--- src/rtl/rr_sched_8_pkg.sv ---
// Shared constants and state encoding for the 8-way round-robin grant scheduler.
package rr_sched_8_pkg;

    // Default index width and the matching number of request lines.
    localparam int unsigned WidthI         = 3;
    localparam int unsigned NumReq         = 1 << WidthI;
    // Default maximum grant length in cycles before a forced release.
    localparam int unsigned HoldMaxDefault = 16;

    typedef enum logic {
        StIdle  = 1'b0,
        StGrant = 1'b1
    } state_e;

endpackage

--- src/rtl/rr_sched_8_pick.sv ---
// Wrap-around priority search: first set request at or above ptr, wrapping N-1 -> 0.
module rr_pick
    import rr_sched_8_pkg::*;
#(
    parameter int unsigned WIDTHI = WidthI
) (
    input  logic [2**WIDTHI-1:0] req,
    input  logic [WIDTHI-1:0]    ptr,
    output logic [WIDTHI-1:0]    winner,
    output logic                 any
);

    localparam int N = 2**WIDTHI;

    logic [WIDTHI-1:0] cand;

    // Scan offsets from farthest to nearest so the nearest set bit wins last.
    always_comb begin
        winner = '0;
        cand   = '0;
        for (int i = N - 1; i >= 0; i--) begin
            cand = ptr + WIDTHI'(i);
            if (req[cand]) begin
                winner = cand;
            end
        end
    end

    assign any = |req;

endmodule

--- src/rtl/rr_sched_8.sv ---
// Round-robin grant scheduler with a bounded grant length and registered decoder outputs.
module rr_sched_8
    import rr_sched_8_pkg::*;
#(
    parameter int unsigned WIDTHI   = WidthI,
    parameter int unsigned HOLD_MAX = HoldMaxDefault
) (
    input  logic                 clk,
    input  logic                 rst,
    input  logic [2**WIDTHI-1:0] req,
    input  logic                 done,
    output logic [WIDTHI-1:0]    idx,
    output logic                 en_n,
    output logic                 busy,
    output logic                 timeout
);

    // Counter only needs to reach HOLD_MAX-1.
    localparam int unsigned HoldW = (HOLD_MAX > 1) ? $clog2(HOLD_MAX) : 1;
    localparam logic [HoldW-1:0] HoldLast = HoldW'(HOLD_MAX - 1);

    state_e            state_q, state_d;
    logic [WIDTHI-1:0] ptr_q, ptr_d;
    logic [WIDTHI-1:0] idx_q, idx_d;
    logic              en_n_q, en_n_d;
    logic              timeout_q, timeout_d;
    logic [HoldW-1:0]  hold_q, hold_d;

    logic [WIDTHI-1:0] winner;
    logic              any;

    rr_pick #(
        .WIDTHI (WIDTHI)
    ) u_pick (
        .req    (req),
        .ptr    (ptr_q),
        .winner (winner),
        .any    (any)
    );

    // Next-state: arbitrate in idle, hold or release the grant otherwise.
    always_comb begin
        state_d   = state_q;
        ptr_d     = ptr_q;
        idx_d     = idx_q;
        en_n_d    = en_n_q;
        hold_d    = hold_q;
        timeout_d = 1'b0;

        unique case (state_q)
            StIdle: begin
                en_n_d = 1'b1;
                if (any) begin
                    idx_d   = winner;
                    en_n_d  = 1'b0;
                    ptr_d   = winner + WIDTHI'(1);
                    hold_d  = '0;
                    state_d = StGrant;
                end
            end
            StGrant: begin
                en_n_d = 1'b0;
                if (hold_q != HoldLast) begin
                    hold_d = hold_q + HoldW'(1);
                end
                // done beats the timeout so a finishing consumer never sees a pulse.
                if (done || !req[idx_q]) begin
                    en_n_d  = 1'b1;
                    state_d = StIdle;
                end else if (hold_q == HoldLast) begin
                    en_n_d    = 1'b1;
                    timeout_d = 1'b1;
                    state_d   = StIdle;
                end
            end
            default: begin
                en_n_d  = 1'b1;
                state_d = StIdle;
            end
        endcase
    end

    // State register with synchronous reset taking priority over everything.
    always_ff @(posedge clk) begin
        if (rst) begin
            state_q   <= StIdle;
            ptr_q     <= '0;
            idx_q     <= '0;
            en_n_q    <= 1'b1;
            timeout_q <= 1'b0;
            hold_q    <= '0;
        end else begin
            state_q   <= state_d;
            ptr_q     <= ptr_d;
            idx_q     <= idx_d;
            en_n_q    <= en_n_d;
            timeout_q <= timeout_d;
            hold_q    <= hold_d;
        end
    end

    assign idx     = idx_q;
    assign en_n    = en_n_q;
    assign busy    = ~en_n_q;
    assign timeout = timeout_q;

endmodule

--- config.mk ---
export PLATFORM = sky130hd
export DESIGN_NAME = rr_sched_8
export DESIGN_NICKNAME = d
export VERILOG_FILES = /design/src/rtl/rr_sched_8_pkg.sv /design/src/rtl/rr_sched_8_pick.sv /design/src/rtl/rr_sched_8.sv
export SDC_FILE = /design/constraint.sdc
export NUM_CORES = 1
export LEC_CHECK = 0
export CORE_MARGIN = 5
export CORE_UTILIZATION = 60
export CTS_CLUSTER_DIAMETER = 150
export DETAILED_ROUTE_END_ITERATION = 8
export PLACE_DENSITY = 0.85
export SYNTH_ARGS = -nofsm -noshare
export SYNTH_HDL_FRONTEND = slang
export SYNTH_HIERARCHICAL = 1
export SYNTH_SLANG_ARGS = --single-unit
--- constraint.sdc ---
create_clock -name clk -period 5.85 [get_ports clk]
set_input_delay 0.585 -clock clk [delete_from_list [all_inputs] [get_ports clk]]
set_output_delay 0.585 -clock clk [all_outputs]
set_load 0.03 [all_outputs]
; ---- After elaboration in Yosys (flattened, before gate mapping)
; Index checks and enable logic that the tools add are counted.
[classes]
n_eq_ne = 4
n_addsub = 9
bitwise = 2
muxes = 37
magnitude_cmp = 9
n_reduce_logical = 6
[op_table]
columns = cell, n
row1 = "less-than comparator 3 x 4 -> 1 bit, second input constant", 9
row2 = binary-select mux 1 bit (select 3 bit), 9
row3 = 2-to-1 mux 3 bit, 8
row4 = 2-to-1 mux 1 bit, 15
row5 = "adder 3 bit, second input constant", 4
row6 = 2-to-1 mux 4 bit, 2
row7 = case mux 4 bit (2 select lines), 1
row8 = OR reduction 8 bit, 1
row9 = "adder 3 x 1 -> 3 bit, second input constant", 2
row10 = "adder 3 x 2 -> 3 bit, second input constant", 2
row11 = "adder 4 x 1 -> 4 bit, second input constant", 1
row12 = "== test 4 bit, second input constant", 1
row13 = "!= test 4 bit, second input constant", 1
row14 = case mux 1 bit (2 select lines), 2
row15 = AND reduction 2 bit, 2
row16 = OR reduction 3 bit, 1
row17 = "!= test 2 x 1 -> 1 bit, second input constant", 1
row18 = "!= test 2 bit, second input constant", 1
row19 = NOT 1 bit, 2
row20 = zero test 1 bit, 1
row21 = logical OR 1 bit, 1
[word_totals]
register_bits = 13
output_inout_bits = 6
word_cells = 73

; ---- Longest topological paths before layout
; Gate-level depths: netlist (run 1).
[depth]
word_depth = 12
ltp_mapped = 13
mapped_depth_nobuf = 10

; ---- By module
; The synthesis (run 1) kept the hierarchy.
[by_module_without_submodules]
columns = module, n_inst, seq_area_each_um2, cells_per_inst, area_each_um2
row1 = rr_pick, 1, 0.0, 85, 792.0
row2 = rr_sched_8, 1, 260.2, 72, 633.1

; ---- Worst setup path after synthesis (run 1)
; OpenSTA, ideal clock, no wires.
[synth_timing]
path_type = reg-to-reg
from = register ptr_q[1]
to = register ptr_q[2]
arrival_ns = 3.263
n_path_buf = 3
path_slack_ns = 2.502
path_stages_with_launch = 13
synth_period_minus_slack_ns = 3.348
required_time_ns = 5.764
cell_sequence = dfxtp_1 buf_2 buf_2 inv_1 ha_1 clkbuf_1 mux4_1 mux2_4 o311a_1 o311a_1 ha_1 xnor2_1 a211oi_1
[synth_between]
elab_chain_cells = 12
elab_cells_between_ends = 32
[synth_lines]
columns = element, line_no
row1 = start: declaration, rr_sched_8.sv:23  ; logic [WIDTHI-1:0] ptr_q, ptr_d;
row2 = start signal: assignment, rr_sched_8.sv:94  ; ptr_q <= ptr_d;
row3 = adder 3 bit, rr_sched_8_pick.sv:22  ; cand = ptr + WIDTHI'(i);
row4 = binary-select mux 1 bit (select 3 bit), rr_sched_8_pick.sv:23  ; if (req[cand]) begin
row5 = 2-to-1 mux 1 bit (not written as such), rr_sched_8_pick.sv:23
row6 = 2-to-1 mux 3 bit (7 in a row), rr_sched_8_pick.sv:23
row7 = 2-to-1 mux 3 bit (*), rr_sched_8_pick.sv:23
row8 = named net winner[0], rr_sched_8.sv:29  ; logic [WIDTHI-1:0] winner;
row9 = adder 3 x 1 -> 3 bit (*), rr_sched_8.sv:56  ; ptr_d = winner + WIDTHI'(1);
; The timed path passes the listed nets; every way through them passes the cells marked *. The select of a mux whose other input is x is not followed.
; A chain may end at the register's enable or synchronous reset.

; ---- Final worst setup path (run 1)
; Ends and elaborated chain as after synthesis.

==> qor.yml, run 1 <==
outcome:
  outcome: "finished, final reports clean"
cts:
  ctsHtreeMaxLevel: 1
  cts_tree: "built"
  cts_hold_repair.buffers: 0
  cts.sinks: 13
  worstSkewPairLatency_ns: 0.27
  clockRootBuffer: "sky130_fd_sc_hd__clkbuf_4"
  clock_path_buffers: 2
  cts.repair_timing.setup_buffer_count: 0
  ctsResizeCount: 0
  clk_pin_slew_worst_setup_hold_paths_ns: 0.08
  cts-buffers-inserted: 3
critical_path:
  cp_startpoint_kind: "flip-flop"
  worstPathMaxFanout: 18
  critical-path-slowest-cell: "sky130_fd_sc_hd__dfxtp_1"
  path_class: "flip-flop to flip-flop"
  cpPeakStageDelay_ns: 0.85
  end_kind: "flip-flop"
  timing.critical_path.buf_inv: 1
  cp_top_family: "compound AO/OA/AOI/OAI gates"
  worst_ep_arrival_time_ns: 3.89
  cp_data_required_time_ns: 6.04
  crit_chain: "inv_1, ha_1, mux4_1, mux2_4, o311a_1, o311a_1, ha_1, xnor2_1, a211oi_1"
grt:
  groute.usage.overall: 0.2135
  grt_antenna_before_repair: 0
  grt_overflow_total: 0
  first_global_vias: 1200
  grt_start_max_net_pins: 19
  grt_pass1_wl_um: 5720
logic_synthesis:
  ys_async_sr_fraction: 0
  syn_area_per_cell_um2: 9.077
  synth_sequential_area_ratio: 0.1826
  post_synth_num_cell_types: 42
  post_synth_instance_area_um2: 1425
  synthesis.instances: 157
  synth_enable_flop_cells: 0
  synth_most_common_cell: "sky130_fd_sc_hd__nand2_1"
  synth_top_area_frac: 0.1826
  main_area_contributors_after_synthesis: "sky130_fd_sc_hd__dfxtp_1 18%, sky130_fd_sc_hd__mux4_2 14%, sky130_fd_sc_hd__mux2i_1 6.3%"
  ys_seq_elements: 13
  netlist_top_cells_count: "18 x sky130_fd_sc_hd__nand2_1, 15 x sky130_fd_sc_hd__a21oi_1, 13 x sky130_fd_sc_hd__dfxtp_1, 13 x sky130_fd_sc_hd__nor2_1"
  netlist.top_cell.by_area: "sky130_fd_sc_hd__dfxtp_1"
  synth_ff_type: "sky130_fd_sc_hd__dfxtp_1"
  ys.warnings.count: 6
  synthesis.nets: 172
pwr:
  total_leakage_power_uw: 0.0005840
  fin_total_pwr_uw: 876.3
  maximum_vdd_drop_mv: 0.3499
  power_density_nw_per_um2: 550.2
route:
  average_detailed_routed_wire_length_per_instance_um: 18.02
  detail-route-antenna-nets: 0
  drt_drc_violations_left: 0
  detail_route.vias_per_cell: 6.837
  detail_route.iter0.violations: 44
  first_pass_iters: 4
  via_count: 1340
  drt-total-wl_um: 3532
floorplanning:
  core_area_um2: 2233
  start_util: 0.6381
  floorplan.rows: 17
  die_height_um: 58.74
  die_x_um: 58.74
  io-pin-count: 17
  floorplan.die_area_um2: 3450
timing:
  rsz_0062_raised_after_global_routing: "false"
  final-hold-violation-count: 0
  clock.fmax_mhz: 270.9
  clock_skew_ns: 0.002338
  drv_slew: 0
  fin_setup_tns_ns: 0
  tightest_slew_ns: 0.8058
  final.min_clock_period_ns: 3.692
  timing.max_slew.rel_slack: 0.4621
  final_period_util: 0.6311
  finalSetupViolations: 0
  hold_slack_ns: 0.5355
job:
  maxCapViolCount: 0
finish:
  antennaDiodeCount: 0
  register_area_um2: 260.3
  final.fill_count: 160
  final_layout_size_suffix_gt1_frac: 0.1310
  design.final.nets: 184
  flow.area_growth_from_synthesis_pct: 11.76
  multi_input_comb_area_um2: 1085
place:
  placement.io_buffers: 16
  gp_congestion: 0.9207
  hpwl_um: 2639
min_path:
  hold_path_class: "flip-flop to flip-flop"
-- layout make-up --
class                      count  share of cell area
timing repair buffer          16              0.1005
tap                           28             0.02200
sequential                    13              0.1634
multi-input combinational    128              0.6811
inverter                       7             0.01650
clock buffer                   4             0.01650
-- stage by stage --
step / utilization / std cells / area (µm²) / setup slack, ns
after floorplan: - / 157 / 1425 / 2.502
after global placement: 0.7014 / 192 / 1567 / 2.387
after detailed placement: 0.7014 / 192 / 1567 / 2.212
after CTS: 0.7132 / 196 / 1593 / 2.179
after global routing: 0.7132 / 196 / 1593 / 2.004
final: 0.7132 / 196 / 1593 / 2.158
-- cells by family after synthesis --
family,count (synthesis),share of synthesized area
xor gates and xnor gates,5,0.03073
muxes,27,0.3187
buffers and inverters,16,0.05619
and+or+nand+nor,52,0.1738
adders and majority gates,4,0.03512
AOI/OAI and AO/OA,40,0.2028
DFF,13,0.1826
-- power breakdown --
part	switching, µW	total, µW	internal (µW)
Combinational	339	647	308
Sequential	63.9	174	110
Clock	28.7	55.1	26.4
Total	432	876	445
-- cell usage in the layout (no fill, tap or decap), drive strengths merged, types with 3 or more instances in the layout --
master,count
xor2,3
mux4,12
nand2,18
a31oi,3
clkdlybuf4s50,16
ha,4
mux2i,9
inv,7
o21ai,4
dfxtp,13
nand3b,3
a21oi,15
mux2,6
a22oi,4
nor4,3
nand3,7
nor2,13
clkbuf,4
-- path summary, 6_finish.rpt --
check,from,to,slack [ns],depth (start not counted)
setup reg to reg,ptr_q[1],ptr_q[2],2.16,9
setup / recovery,ptr_q[1],ptr_q[2],2.16,9
hold / removal,hold_q[3],timeout,0.54,2
hold reg to reg,hold_q[3],timeout,0.54,2
-- tightest hold or removal path, stage by stage, from the launching register on --
cell                      delay (ns)
sky130_fd_sc_hd__dfxtp_1        0.37
sky130_fd_sc_hd__nand2_1        0.08
sky130_fd_sc_hd__nor4b_1        0.04
-- layer usage --
metal / GRT usage / vias up / part of all wire
met4: 0.06149 / 0 / 0.021
met5: 0 / - / 0
met3: 0.04605 / 11 / 0.055
li1: - / 624 / -
met2: 0.3754 / 56 / 0.52
met1: 0.2599 / 649 / 0.41
-- flip-flops by register name (all words and copies together), names as in the netlist --
register / flops
state_q: 1
ptr_q: 3
idx: 3
hold_q: 4
timeout: 1
en_n: 1
No activity file was read; power rests on OpenSTA's default activity.
==> inputs of run 2 (changes only) <==
Settings changed: CORE_ASPECT_RATIO set to 0.5, CORE_UTILIZATION 60 to 50, PLACE_DENSITY 0.85 to 0.76.
Clock period 5.85 ns to 3 ns, I/O delays scaled along.
==> qor.yml, run 2 (same netlist as run 1, synthesis figures left out) <==
timing:
  drv_slew: 0  # unchanged
  final_period_util: 0.9403  # +0.3092
  hold_slack_ns: 0.5281  # -0.007382 ns
  timing.max_slew.rel_slack: 0.6222  # +0.1601
  final-hold-violation-count: 0  # unchanged
  tightest_slew_ns: 0.5655  # -0.2402 ns
  finalSetupViolations: 0  # unchanged
  final.min_clock_period_ns: 2.821  # -0.8710 ns
  clock_skew_ns: 0.004753  # +0.002414 ns
  rsz_0062_raised_after_global_routing: "false"
  clock.fmax_mhz: 354.5  # +31%
  finalWorstSetupSlack_ns: 0.1791  # -1.979 ns
cts:
  clock_path_buffers: 2  # unchanged
  ctsHtreeMaxLevel: 1  # unchanged
  cts-buffers-inserted: 3  # unchanged
  worstSkewPairLatency_ns: 0.24  # -0.03 ns
  clk_pin_slew_worst_setup_hold_paths_ns: 0.06  # -0.02 ns
  cts_hold_repair.buffers: 0  # unchanged
  cts.repair_timing.setup_buffer_count: 0  # unchanged
  cts_tree: "built"
  ctsResizeCount: 0  # unchanged
  cts.sinks: 13  # unchanged
  clockRootBuffer: "sky130_fd_sc_hd__clkbuf_8"
critical_path:
  cp_depth: 9  # unchanged
  path_common_cell: "sky130_fd_sc_hd__o311a_1"
  cp_startpoint_kind: "flip-flop"
  cp_data_required_time_ns: 3.15  # -2.89 ns
  cp_top_family: "compound AO/OA/AOI/OAI gates"
  reg2reg_setup_slack_ns: 0.18  # -1.98 ns
  crit_chain: "buf_4, ha_1, xor2_1, mux2_4, o311a_1, o311a_1, ha_2, nand2_1, a21oi_1"
  worst_setup_path_startpoint: "ptr_q[1]"
  path_class: "flip-flop to flip-flop"
  worst_ep_arrival_time_ns: 2.97  # -0.92 ns
  timing.critical_path.buf_inv: 1  # unchanged
  setup.worst_path.end: "ptr_q[1]"
  regToRegStartpoint: "ptr_q[1]"
  worst_r2r_path_depth: 9  # unchanged
  crit-reg2reg-capture: "ptr_q[1]"
  end_kind: "flip-flop"
  worstPathMaxFanout: 17  # -1
  critical-path-slowest-cell: "sky130_fd_sc_hd__o311a_1"
  cpPeakStageDelay_ns: 0.37  # -0.48 ns
pwr:
  share_comb_of_total_power: 0.775  # +0.037
  total_leakage_power_uw: 0.0006717  # +15%
  power_density_nw_per_um2: 1108  # +100%
  maximum_vdd_drop_mv: 0.5460  # +56%
  p_int_uw: 1064  # +140%
  power.net_switching_uw: 896.2  # +110%
  sw_frac_of_total: 0.4573  # -0.03540
  fraction_of_power_consumed_by_the_clock_network: 0.079  # +0.016
  sequentialPowerShare: 0.146  # -0.053
place:
  gp_congestion: 0.9062  # -1.6%
  hpwl_um: 2785  # +5.5%
  detailed_place.area_um2: 1707  # +8.9%
  preCtsSetupSlack_ns: -0.02809  # -2.240 ns
  placement.io_buffers: 16  # unchanged
  dp_cells: 218  # +14%
finish:
  antennaDiodeCount: 0  # unchanged
  final_core_util: 0.6632  # -0.04994
  top_register: "hold_q"
  final_layout_size_suffix_gt1_frac: 0.2432  # +0.1123
  final.fill_count: 220  # +38%
  design.final.nets: 201  # +9.2%
  largest_reg_flops: 4  # unchanged
  layout.cells.most_common: "sky130_fd_sc_hd__nand2_1"
  stdcell_count: 222  # +13%
  flow.area_growth_from_synthesis_pct: 24.14
  final_design_area_no_fill_um2: 1769  # +11%
  final_cell_mix: "18 x sky130_fd_sc_hd__nand2_1, 17 x sky130_fd_sc_hd__buf_4, 16 x sky130_fd_sc_hd__clkdlybuf4s50_1"
grt:
  first_global_vias: 1361  # +13%
  groute.usage.overall: 0.2000  # -0.01347
  grt_pass1_wl_um: 6354  # +11%
  grt_antenna_before_repair: 0  # unchanged
  grt_overflow_total: 0  # unchanged
  grt_start_max_net_pins: 18  # -1
route:
  drt-total-wl_um: 3699  # +4.7%
  first_pass_iters: 4  # unchanged
  detail_route.iter0.violations: 130  # +200%
  drt_drc_violations_left: 0  # unchanged
  average_detailed_routed_wire_length_per_instance_um: 16.66  # -7.5%
  via_count: 1375  # +2.6%
  detail_route.vias_per_cell: 6.194  # -9.4%
  detail-route-antenna-nets: 0  # unchanged
floorplanning:
  floorplan.rows: 13  # -4
  io-pin-count: 17  # unchanged
  die_x_um: 85.50  # +46%
  start_util: 0.5342  # -0.1039
  die_height_um: 47.75  # -19%
  core_area_um2: 2668  # +19%
  floorplan.die_area_um2: 4083  # +18%
job:
  maxCapViolCount: 0  # unchanged
min_path:
  hold_path_class: "flip-flop to flip-flop"
outcome:
  outcome: "finished, final reports clean"
[run 2: cell types whose count changed in the layout (fill, tap and decap cells not counted), sizes merged]
cell / delta
buf: +17
[run 2: how the worst min path moves through the flow]
stage | startpoint | endpoint | slack [ns] | cells after the start
2_1_floorplan | rst | hold_q[2] | 0.38 | 1
3_3_place_gp | hold_q[3] | timeout | 0.50 | 2
3_5_place_dp | hold_q[3] | timeout | 0.51 | 2
4_1_cts | hold_q[3] | timeout | 0.52 | 2
5_1_grt | hold_q[3] | timeout | 0.55 | 2
6_report | hold_q[3] | timeout | 0.53 | 2
[run 2: worst min-delay path, delay by kind of cell (launching register included)]
family / cells / cell delay, ns
and+or+nand+nor: 2 / 0.13
DFF: 1 / 0.35
[run 2: area by class of cell]
cell class                 instances  area [µm²]  area share
clock buffer                       4       45.04     0.02546
multi-input combinational        128        1101      0.6223
timing repair buffer              33       287.8      0.1627
tap                               37       46.29     0.02617
inverter                           7       26.28     0.01485
sequential                        13       262.8      0.1485
[run 2: metal layers]
layer	GRT usage	up-vias	part of all wire
met3	0.02234	8	0.046
met2	0.3904	40	0.50
met4	0.07571	0	0.016
met5	0	-	0
li1	-	658	-
met1	0.2385	669	0.43
[run 2: through the flow]
step	setup TNS [ns]	power, µW
2_1_floorplan	0	1386
3_3_place_gp	0	1692
3_5_place_dp	-0.03040	1741
4_1_cts	0	1899
5_1_grt	0	2113
6_report	0	1960
[run 2: power by group through the flow]
stage,Clock (µW),Combinational (µW),Sequential (µW)
floorplan,0,1090,297
global placement,0,1410,286
detailed placement,0,1450,289
CTS,156,1460,285
global route,168,1650,294
finish,155,1520,286
